--- src/rtl/dot_product_pkg.sv ---
// Shared constants and FSM encoding for the dot-product accumulator.
package dot_product_pkg;

  localparam int LEN_W = 8;

  typedef enum logic [1:0] {
    S_IDLE  = 2'd0,
    S_ACCUM = 2'd1,
    S_DRAIN = 2'd2,
    S_DONE  = 2'd3
  } state_e;

endpackage

--- src/rtl/array_mul.sv ---
// Unsigned shift-and-add array multiplier.
module array_mul #(
  parameter int W = 8
) (
  input  logic [W-1:0]   mul_cand,
  input  logic [W-1:0]   mul_ier,
  output logic [2*W-1:0] result
);

  always_comb begin
    result = '0;
    for (int i = 0; i < W; i++) begin
      if (mul_ier[i]) begin
        result = result + ((2*W)'(mul_cand) << i);
      end
    end
  end

endmodule

--- src/rtl/dot_product_acc.sv ---
// Streaming dot-product accumulator: operand regs feed the
// multiplier, the product is added to acc one cycle later.
module dot_product_acc
  import dot_product_pkg::*;
#(
  parameter int K     = 8,
  parameter int ACC_W = 2*K+8
) (
  input  logic             clk,
  input  logic             rst_n,
  input  logic             start,
  input  logic [LEN_W-1:0] len,
  input  logic             in_valid,
  output logic             in_ready,
  input  logic [K-1:0]     a,
  input  logic [K-1:0]     x,
  output logic             out_valid,
  input  logic             out_ready,
  output logic [ACC_W-1:0] acc,
  output logic             ovf,
  output logic             busy
);

  state_e state_q, state_d;

  logic [LEN_W-1:0] len_q, len_d;
  logic [LEN_W-1:0] cnt_q, cnt_d;
  logic [K-1:0]     a_q, a_d;
  logic [K-1:0]     x_q, x_d;
  logic             s1_vld_q, s1_vld_d;
  logic [ACC_W-1:0] acc_q, acc_d;
  logic             ovf_q, ovf_d;

  logic [2*K-1:0]   prod;
  logic [ACC_W:0]   sum;
  logic [LEN_W-1:0] cnt_inc;
  logic             accept;
  logic             last;
  logic             go;

  array_mul #(.W(K)) u_mul (
    .mul_cand (a_q),
    .mul_ier  (x_q),
    .result   (prod)
  );

  assign sum     = {1'b0, acc_q} + (ACC_W+1)'(prod);
  assign cnt_inc = cnt_q + LEN_W'(1);
  assign accept  = in_valid && (state_q == S_ACCUM);
  assign last    = accept && (cnt_inc == len_q);
  assign go      = start && (state_q == S_IDLE);

  always_ff @(posedge clk or negedge rst_n) begin
    if (!rst_n) begin
      state_q  <= S_IDLE;
      len_q    <= '0;
      cnt_q    <= '0;
      a_q      <= '0;
      x_q      <= '0;
      s1_vld_q <= 1'b0;
      acc_q    <= '0;
      ovf_q    <= 1'b0;
    end else begin
      state_q  <= state_d;
      len_q    <= len_d;
      cnt_q    <= cnt_d;
      a_q      <= a_d;
      x_q      <= x_d;
      s1_vld_q <= s1_vld_d;
      acc_q    <= acc_d;
      ovf_q    <= ovf_d;
    end
  end

  always_comb begin
    state_d = state_q;
    unique case (state_q)
      S_IDLE: begin
        if (start) begin
          state_d = (len != '0) ? S_ACCUM : S_DONE;
        end
      end
      S_ACCUM: if (last)       state_d = S_DRAIN;
      // The add of the last product lands on the edge s1 clears.
      S_DRAIN: if (!s1_vld_q)  state_d = S_DONE;
      S_DONE:  if (out_ready)  state_d = S_IDLE;
      default:                 state_d = S_IDLE;
    endcase
  end

  always_comb begin
    len_d    = len_q;
    cnt_d    = cnt_q;
    a_d      = a_q;
    x_d      = x_q;
    s1_vld_d = accept;
    acc_d    = acc_q;
    ovf_d    = ovf_q;
    if (accept) begin
      a_d   = a;
      x_d   = x;
      cnt_d = cnt_inc;
    end
    if (s1_vld_q) begin
      acc_d = sum[ACC_W-1:0];
      ovf_d = ovf_q | sum[ACC_W];
    end
    if (go) begin
      len_d = len;
      cnt_d = '0;
      acc_d = '0;
      ovf_d = 1'b0;
    end
  end

  always_comb begin
    in_ready  = (state_q == S_ACCUM);
    out_valid = (state_q == S_DONE);
    busy      = (state_q != S_IDLE);
    acc       = acc_q;
    ovf       = ovf_q;
  end

endmodule

--- config.mk ---
export PLATFORM = sky130hd
export DESIGN_NAME = dot_product_acc
export DESIGN_NICKNAME = d
export VERILOG_FILES = /design/src/rtl/dot_product_pkg.sv /design/src/rtl/array_mul.sv /design/src/rtl/dot_product_acc.sv
export SDC_FILE = /design/constraint.sdc
export NUM_CORES = 1
export LEC_CHECK = 0
export BUFFER_PORTS_ARGS = -buffer_cell sky130_fd_sc_hd__buf_2
export CELL_PAD_IN_SITES_DETAIL_PLACEMENT = 1
export CELL_PAD_IN_SITES_GLOBAL_PLACEMENT = 1
export CORE_MARGIN = 2
export CORE_UTILIZATION = 45
export CTS_CLUSTER_DIAMETER = 150
export CTS_CLUSTER_SIZE = 14
export DETAILED_ROUTE_END_ITERATION = 8
export PLACE_DENSITY = 0.89
export SYNTH_ARGS = -nofsm -noshare
export SYNTH_HDL_FRONTEND = slang
export SYNTH_SLANG_ARGS = --single-unit
--- constraint.sdc ---
create_clock -name clk -period 17.5 [get_ports clk]
set_clock_uncertainty 0.2 [all_clocks]
set_input_delay 1.75 -clock clk [delete_from_list [all_inputs] [get_ports clk]]
set_output_delay 1.75 -clock clk [all_outputs]
set_load 0.01 [all_outputs]
## Word level (Yosys, flattened, before mapping)

Cells that the tools add are included.

- Bits in registers: 60
- Input port bits: 29
- Output and inout bits: 28
- Logic and storage cells: 55

- Add/sub/neg operators: 9
- Equal/unequal tests: 8
- Mux-type cells: 20
- Bitwise gates (word level): 1
- Reductions and logical operators: 9

Operators by type and width:

| operator | number |
|---|---|
| $mux W16 | 7 |
| $mux W24 | 2 |
| $add A24 B16 Y25 | 1 |
| $mux W8 | 3 |
| $add A16 B10 Y16 | 1 |
| $add A16 B11 Y16 | 1 |
| $add A16 B12 Y16 | 1 |
| $add A16 B13 Y16 | 1 |
| $add A16 B14 Y16 | 1 |
| $add A16 B15 Y16 | 1 |
| $add A16 B9 Y16 | 1 |
| $mux W2 | 5 |
| $add A8 B1 Y8 const B | 1 |
| $eq A8 B8 Y1 | 1 |
| $pmux W2 S4 | 1 |
| $reduce_bool A8 Y1 | 1 |
| $reduce_bool A2 Y1 | 3 |
| $eq A2 B2 Y1 const B | 2 |
| $ne A2 B1 Y1 const B | 2 |
| $ne A2 B2 Y1 const B | 2 |
| $reduce_and A4 Y1 | 1 |
| $logic_and A1 B1 Y1 | 3 |
| $eq A2 B1 Y1 const B | 1 |
| $logic_not A2 Y1 | 1 |
| other kinds (2) | 3 |

## Longest topological paths before layout

Gate-level depths: netlist of the first run.

- Word-level depth: 19
- Depth in mapped cells: 55

## By module

Synthesis of the first run repeated with hierarchy kept, for this count alone.

- Cell total of the unflattened synthesis: 840
- Area, all modules: 7,034.2 µm²

Modules (own cells, without submodules):

| module | instances | cells each | area each (µm²) |
|---|---|---|---|
| dot_product_acc | 1 | 395 | 3,776.1 |
| array_mul | 1 | 445 | 3,258.1 |

## Worst setup path before layout of the first run

OpenSTA, ideal clock, no wires.

- Path kind: register to register
- From: reg x_q[0]
- To: reg ovf_q (netlist: ovf)
- Library setup time: 0.132 ns
- Data arrival time: 9.853 ns
- Required time: 17.168 ns
- Setup slack: 7.316 ns
- Cell stages (with the launch flop): 51
- Clock period less this slack: 10.184 ns
- Path through: dfrtp_1 > buf_4 > nand2_1 > inv_1 > ha_1 > fa_1 > a21oi_1 > o211ai_2 > or4b_1 > nand3_1 > mux2_2 > ha_1 > a21o_1 > a311o_1 > nand3_1 > a21bo_1 > ha_1 > a21o_1 > (+15 left out) > inv_1 > ha_1 > o21ai_0 > a22oi_1 > xor2_1 > mux2_2 > ha_1 > nor2b_1 > nor3b_1 > a221o_1 > ha_1 > a21o_1 > a31oi_1 > nand3b_1 > o21ai_1 > o21ai_0 > a41oi_1 > nor2_1

- Cells in the longest elaborated chain, start to end: 19

RTL lines:

| item | RTL line | source |
|---|---|---|
| start: declaration | dot_product_acc.sv:29 | `logic [K-1:0] x_q, x_d;` |
| start signal: assignment | dot_product_acc.sv:59 | `x_q <= '0;` |
| start signal: assignment | dot_product_acc.sv:68 | `x_q <= x_d;` |
| $mux W8 * | array_mul.sv:13 | `if (mul_ier[i]) begin` |
| $add A16 B9 Y16 | array_mul.sv:14 | `result = result + ((2*W)'(mul_cand) << i);` |
| $mux W16 * | array_mul.sv:13 |  |
| $add A16 B10 Y16 | array_mul.sv:14 |  |
| $mux W16 * | array_mul.sv:13 |  |
| $add A16 B11 Y16 | array_mul.sv:14 |  |
| $mux W16 * | array_mul.sv:13 |  |
| $add A16 B12 Y16 | array_mul.sv:14 |  |
| (+3 left out) | n/a |  |
| $add A16 B14 Y16 | array_mul.sv:14 |  |
| $mux W16 * | array_mul.sv:13 |  |
| $add A16 B15 Y16 | array_mul.sv:14 |  |
| $mux W16 * | array_mul.sv:13 |  |
| $add A24 B16 Y25 * | dot_product_acc.sv:47 | `assign sum = {1'b0, acc_q} + (ACC_W+1)'(prod);` |
| $or A1 B1 Y1 * | dot_product_acc.sv:106 | `ovf_d = ovf_q \| sum[ACC_W];` |
| $mux W1 * | dot_product_acc.sv:104 | `if (s1_vld_q) begin` |
| $mux W1 * | dot_product_acc.sv:108 | `if (go) begin` |
| end signal: assignment | dot_product_acc.sv:71 | `ovf_q <= ovf_d;` |
| end: declaration | dot_product_acc.sv:32 | `logic ovf_q, ovf_d;` |

Mark *: on every way between the ends. The rest lies on a longest branch, timed or not. The select of a mux whose other input is x is not followed.
A chain may end at the register's enable or synchronous reset.

## Worst setup path after layout of the first run

- From: reg a_q[1]
- To: reg ovf_q (netlist: ovf)

- Cells in the longest elaborated chain, start to end: 19

RTL lines:

| item | RTL line | source |
|---|---|---|
| start: declaration | dot_product_acc.sv:28 | `logic [K-1:0] a_q, a_d;` |
| start signal: assignment | dot_product_acc.sv:58 | `a_q <= '0;` |
| start signal: assignment | dot_product_acc.sv:67 | `a_q <= a_d;` |
| $mux W8 | array_mul.sv:13 |  |
| $add A16 B9 Y16 | array_mul.sv:14 |  |
| $mux W16 | array_mul.sv:13 |  |
| $add A16 B10 Y16 | array_mul.sv:14 |  |
| $mux W16 | array_mul.sv:13 |  |
| $add A16 B11 Y16 | array_mul.sv:14 |  |
| $mux W16 | array_mul.sv:13 |  |
| $add A16 B12 Y16 | array_mul.sv:14 |  |
| (+3 left out) | n/a |  |
| $add A16 B14 Y16 | array_mul.sv:14 |  |
| $mux W16 | array_mul.sv:13 |  |
| $add A16 B15 Y16 | array_mul.sv:14 |  |
| $mux W16 * | array_mul.sv:13 |  |
| $add A24 B16 Y25 * | dot_product_acc.sv:47 |  |
| $or A1 B1 Y1 * | dot_product_acc.sv:106 |  |
| $mux W1 * | dot_product_acc.sv:104 |  |
| $mux W1 * | dot_product_acc.sv:108 |  |

Marked as above.

==> results of run 1 <==
==> metal layers <==
layer / GRT usage (%) / wire [um] / vias to the layer above
met2: 50.2 / 11200 / 226
met1: 36.1 / 9420 / 3281
met3: 4.34 / 1020 / 65
li1: - / - / 3058
met4: 9.37 / 606 / 0
met5: 0 / 0 / -
==> worst max-delay path: cells and delay by family (launching register included) <==
kind | cells | cell delay, ns
compound gates | 21 | 4.88
xor+xnor | 1 | 0.25
fa+ha+maj | 9 | 2.90
buf+inv | 3 | 0.27
flops | 1 | 0.56
mux | 2 | 0.55
simple gates | 15 | 2.34
==> cell usage after synthesis, drive strengths merged (4+ instances only) <==
library cell	number
mux2i	10
xor2	26
mux2	22
o21a	12
nor2	52
a31oi	16
o22ai	5
or3	10
and3	6
a211oi	7
clkbuf	18
fa	8
a2111oi	4
nor2b	16
nand3b	7
nand2	92
xnor2	33
a21oi	56
o211ai	11
and2	8
nor3b	9
buf	7
nand3	19
dfrtp	60
nor3	12
inv	46
o31ai	7
nand4	4
a21o	27
o21ai	51
o21bai	4
a31o	4
ha	83
nand2b	10
==> logic make-up after synthesis <==
group	count (synthesis)	share of synthesized area, %
AOI/OAI and AO/OA	238	23.7
xor gates and xnor gates	59	7.65
adders and majority gates	91	17.7
buffers and inverters	74	4.39
DFF	60	22.2
muxes	32	5.15
and+or+nand+nor	261	19.1
==> how the worst max path moves through the flow <==
stage                       startpoint               to  slack (ns)  cells after the start
finish              a_q[1]$_DFFE_PN0P_  ovf$_DFFE_PN0P_        5.38                     51
global placement    a_q[2]$_DFFE_PN0P_  ovf$_DFFE_PN0P_        6.54                     47
CTS                 a_q[1]$_DFFE_PN0P_  ovf$_DFFE_PN0P_        5.58                     51
floorplan           x_q[0]$_DFFE_PN0P_  ovf$_DFFE_PN0P_        7.32                     50
global route        a_q[2]$_DFFE_PN0P_  ovf$_DFFE_PN0P_        4.52                     49
detailed placement  a_q[1]$_DFFE_PN0P_  ovf$_DFFE_PN0P_        5.86                     51
==> cell type report <==
cell class	count	area (um^2)	area share (%)
clock inverter	7	98.8	1.32
timing repair buffer	59	303	4.04
clock buffer	9	225	3.00
inverter	49	184	2.45
multi-input combinational	681	4960	66.1
sequential	60	1500	20.0
tap	184	230	3.07
==> state kept, by name, indices dropped and copies added (netlist names) <==
signal	count
ovf	1
acc	24
x_q	8
a_q	8
state_q	2
cnt_q	8
s1_vld_q	1
len_q	8
==> cells in the final DEF (no fill, tap or decap), types with 4 or more instances in the layout <==
cell       instances
o21ai_1            5
nand3_1           19
nor2b_1           16
mux2i_1           10
buf_2             56
nand2b_1          10
o22ai_1            5
ha_1              83
clkbuf_16          9
nand4_1            4
a31oi_1           16
and3_1             6
dfrtp_1           60
nor3b_1            9
xnor2_1           33
inv_1             45
nor2_1            52
nand2_1           92
a21oi_1           56
o21bai_1           4
and2_1             7
or3_1              9
a211oi_1           7
o21a_1            12
o21ai_0           45
xor2_1            26
nor3_1            12
o211ai_1           9
nand3b_1           7
a21o_1            27
o31ai_1            7
fa_1               8
mux2_2            22
==> stage by stage <==
step | hold slack (ns) | cells
after floorplan | 0.260 | 815
after global placement | 0.280 | 1033
after detailed placement | 0.287 | 1033
after CTS | 0.301 | 1049
after global routing | 0.331 | 1049
final | 0.294 | 1049
==> results.toml, run 1 <==
[worst_setup_path]
critPathRequiredTime_ns = 17.51
end_kind = "register"
path_common_cell = "ha_1"
slowest_stage = "dfrtp_1"
cp-start-kind = "register"
worstPathMaxFanout = 11
arrival_ns = 12.14
crit_type = "reg -> reg"
r2r-end = "ovf$_DFFE_PN0P_"
ff2ff_setup_slack_ns = 5.38
r2r-start = "a_q[1]$_DFFE_PN0P_"
max_stage_delay_ns = 0.56
reg2reg_depth = 51

[timing]
rsz0062_at_grt = "no"
slew_headroom_pct = 43.1
period_share_pct = 69.3
finalCriticalPeriod_ns = 12.12
worst_slew_pin_slew_ns = 0.853
drv_slew = 0
fin_ws_ns = 5.38
finalHoldViolCount = 0
finalSetupTns_ns = 0
max_freq_mhz = 82.5
setup_viol = 0

[clock_network]
postCtsSetupRepairBufs = 0
cts_tree = "yes"
cts-root-buf = "clkbuf_16"
numCtsBuffers = 9
clk_latency_ns = 0.34
cts_sinks = 60
holdBufCountCts = 0
clk_path_buf_depth = 2
cts_resized = 0
path_clk_slew_ns = 0.06
htree_levels = 3

[routing]
viasPerCell = 6.32
ant_nets = 0
first_iter_violations = 508
dr.pass1.iters = 5
drc = 0
vias = 6630
drt_wl_total_um = 22300
wl_per_cell_um = 21.2

[run_status]
outcome = "complete, no violations"

[floorplanning]
initial_core_util_pct = 46.3
ios = 57
core_area_um2 = 14600
fp.dieW_um = 127
dieArea_um2 = 16000
rows = 44
die_h_um = 127

[synth]
yosysWarnings = 0
synth_cell_types = 78
synthArstFlopShare_pct = 100
syn_area_per_cell_um2 = 8.29
synthesis.nets = 935
yosysSeqAreaShare_pct = 22.2
synth_area_leaders = "dfrtp_1 22%, ha_1 15%, nand2_1 5.1%, xnor2_1 4.3%, a21oi_1 4.1%"
synth_top_area_cell = "dfrtp_1"
syn-instance-count = 815
ys.flop_type = "dfrtp_1"
synth-edff-count = 0
synthesis.area_um2 = 6760
synth.top_cell.area_share_pct = 22.2
ys_seq_elements = 60

[placed_design]
gp_congestion = 0.902
dpl_cell_area_um2 = 7180
io_buffers = 56
place.detailed.hpwl_um = 15400
dpl_worst_slack_ns = 5.86

[min_path]
hold_depth = 2
hp-start = "len_q[1]$_DFFE_PN0P_"
hold_class = "reg -> reg"
hold_end = "len_q[1]$_DFFE_PN0P_"

[finish]
drive_above_1_share_pct = 13.4
finalNetCount = 980
fillerInstances = 1756
antenna_cells = 0
area.growth.synth_to_final_pct = 11.0
final_cell_area_um2 = 7500
fin_util_pct = 51.4

[global_routing]
grt_pass1_wl_um = 37100
grt_max_degree = 61
overflow = 0
grt_pass1_vias = 7101
track_usage_pct = 28.6
antenna_found_initial = 0

[run]
cap_violations = 0
Power of run 1 is left out: the tool's default activity adds up to more than one toggle a clock period on the data nets, which glitch-free logic cannot reach.
==> run 2: changes to the inputs <==
ABC_AREA = 1   (was unset)
PLACE_DENSITY = 0.93   (was 0.89)
clock period = 11.59 ns   (was 17.5 ns; I/O delays follow)
==> run 2 against run 1 <==
- cell count increased by 13%
- fmax increased by 15%
- design area decreased by 2.1%
- worst hold slack improved by 0.015 ns
- global-route usage decreased by 0.40 points
- critical path depth decreased by 1
- synthesized cell count increased by 16%
- register-to-register slack got worse by 4.3 ns
- critical path type unchanged
- critical endpoint is now acc[22]$_DFFE_PN0P_
- highest routed layer unchanged
==> results.toml, run 2 <==
[floorplanning]
fp.dieW_um = 125
core_area_um2 = 14400
rows = 44
initial_core_util_pct = 45.5
ios = 57
die_h_um = 125
dieArea_um2 = 15500

[global_routing]
grt_max_degree = 61
track_usage_pct = 28.2
overflow = 0
grt_pass1_wl_um = 36200
antenna_found_initial = 0
grt_pass1_vias = 7335

[run]
cap_violations = 0

[timing]
drv_slew = 0
rsz0062_at_grt = "no"
finalSetupTns_ns = 0
period_share_pct = 91.0
slew_headroom_pct = 28.2
finalHoldViolCount = 0
max_freq_mhz = 94.8
finalCriticalPeriod_ns = 10.55
worst_slew_pin_slew_ns = 1.08
setup_viol = 0

[worst_setup_path]
end_kind = "register"
slowest_stage = "dfrtp_1"
max_stage_delay_ns = 0.57
worstPathMaxFanout = 12
reg2reg_depth = 50
critPathRequiredTime_ns = 11.61
crit_type = "reg -> reg"
path_common_cell = "nand2_1"
arrival_ns = 10.57
cp-start-kind = "register"

[synth]
ys.flop_type = "dfrtp_1"
synth.top_cell.area_share_pct = 23.0
syn-instance-count = 942
yosysWarnings = 0
synthesis.area_um2 = 6540
synth_area_leaders = "dfrtp_1 23%, ha_1 16%, nand2_1 15%, inv_1 6.5%, nand3_1 4.8%"
ys_seq_elements = 60
syn_area_per_cell_um2 = 6.94
synth-edff-count = 0
yosysSeqAreaShare_pct = 23.0
yosysMostFrequentCell = "nand2_1"
ys_top_cells_by_count = "259 x nand2_1, 114 x inv_1, 83 x ha_1"
synthArstFlopShare_pct = 100
synthesis.nets = 1062
synth_top_area_cell = "dfrtp_1"
synth_cell_types = 49

[finish]
drive_above_1_share_pct = 13.9
largest_register_ffs = 24
finalNetCount = 1115
area.growth.synth_to_final_pct = 12.3
final_cell_mix = "259 x nand2_1, 114 x inv_1, 83 x ha_1"
layout_commonest_cell = "nand2_1"
antenna_cells = 0

[routing]
first_iter_violations = 281
viasPerCell = 5.68
wl_per_cell_um = 17.9
dr.pass1.iters = 5
drt_wl_total_um = 21200
vias = 6728
drc = 0
ant_nets = 0

[placed_design]
gp_congestion = 0.868
place.detailed.hpwl_um = 15200
io_buffers = 56

[clock_network]
clk_latency_ns = 0.35
cts-root-buf = "clkbuf_16"
path_clk_slew_ns = 0.06
cts_tree = "yes"
cts_sinks = 60
holdBufCountCts = 0
cts_resized = 0
numCtsBuffers = 9
postCtsSetupRepairBufs = 0
htree_levels = 3
clk_path_buf_depth = 2

[min_path]
hold_depth = 1
hold_class = "reg -> reg"

[run_status]
outcome = "complete, no violations"
==> run 2: path summary, 6_finish.rpt <==
path / from / to / slack, ns
max in group asynchronous: rst_n / a_q[0]$_DFFE_PN0P_ / 9.84
min in group asynchronous: rst_n / acc[12]$_DFFE_PN0P_ / 0.79
setup / recovery: x_q[0]$_DFFE_PN0P_ / acc[22]$_DFFE_PN0P_ / 1.04
setup reg to reg: x_q[0]$_DFFE_PN0P_ / acc[22]$_DFFE_PN0P_ / 1.04
hold reg to reg: ovf$_DFFE_PN0P_ / ovf$_DFFE_PN0P_ / 0.31
hold / removal: ovf$_DFFE_PN0P_ / ovf$_DFFE_PN0P_ / 0.31
==> run 2: stage by stage <==
| step | std cells | utilization [%] | hold WS, ns | area, um^2 | setup slack, ns |
|---|---|---|---|---|---|
| 3_5_place_dp | 1168 | 48.7 | 0.291 | 6990 | 1.39 |
| 6_report | 1184 | 51.1 | 0.309 | 7340 | 1.04 |
| 5_1_grt | 1184 | 51.1 | 0.321 | 7340 | 0.430 |
| 3_3_place_gp | 1168 | 48.7 | 0.280 | 6990 | 1.81 |
| 4_1_cts | 1184 | 51.1 | 0.305 | 7340 | 1.18 |
| 2_1_floorplan | 942 | - | 0.267 | 6540 | 2.70 |
==> run 2: critical path: cells and delay by family, from the launching register on <==
family          cells  cell delay [ns]
fa+ha+maj          13             4.41
buf+inv             5             0.34
flops               1             0.57
simple gates       16             1.92
compound gates     14             2.61
xor+xnor            2             0.36
==> run 2: cell type report <==
cell class	count	area, um^2
clock buffer	9	225
tap	184	230
fill	1884	7030
sequential	60	1500
timing repair buffer	59	303
inverter	119	447
multi-input combinational	746	4510
clock inverter	7	124
==> run 2: logic make-up (layout without fill, tap and decap cells) <==
family,Yosys count,in the layout,share of synthesized area [%]
adder cells (fa/ha/maj),91,91,18.3
XOR/XNOR,27,27,3.85
AND/OR/NAND/NOR,455,455,31.6
buffers and inverters,136,194,8.05
AO/OA/AOI/OAI,173,173,15.2
flip-flops,60,60,23.0
==> run 2: metal layers <==
metal	global-route usage (%)	part of all wire, %	up-vias
li1	-	-	3209
met1	33.8	43	3264
met2	50.1	50	189
met3	3.44	3.7	66
met4	13.6	3.7	0
met5	0	0	-
Power of run 2 is left out for the same reason.
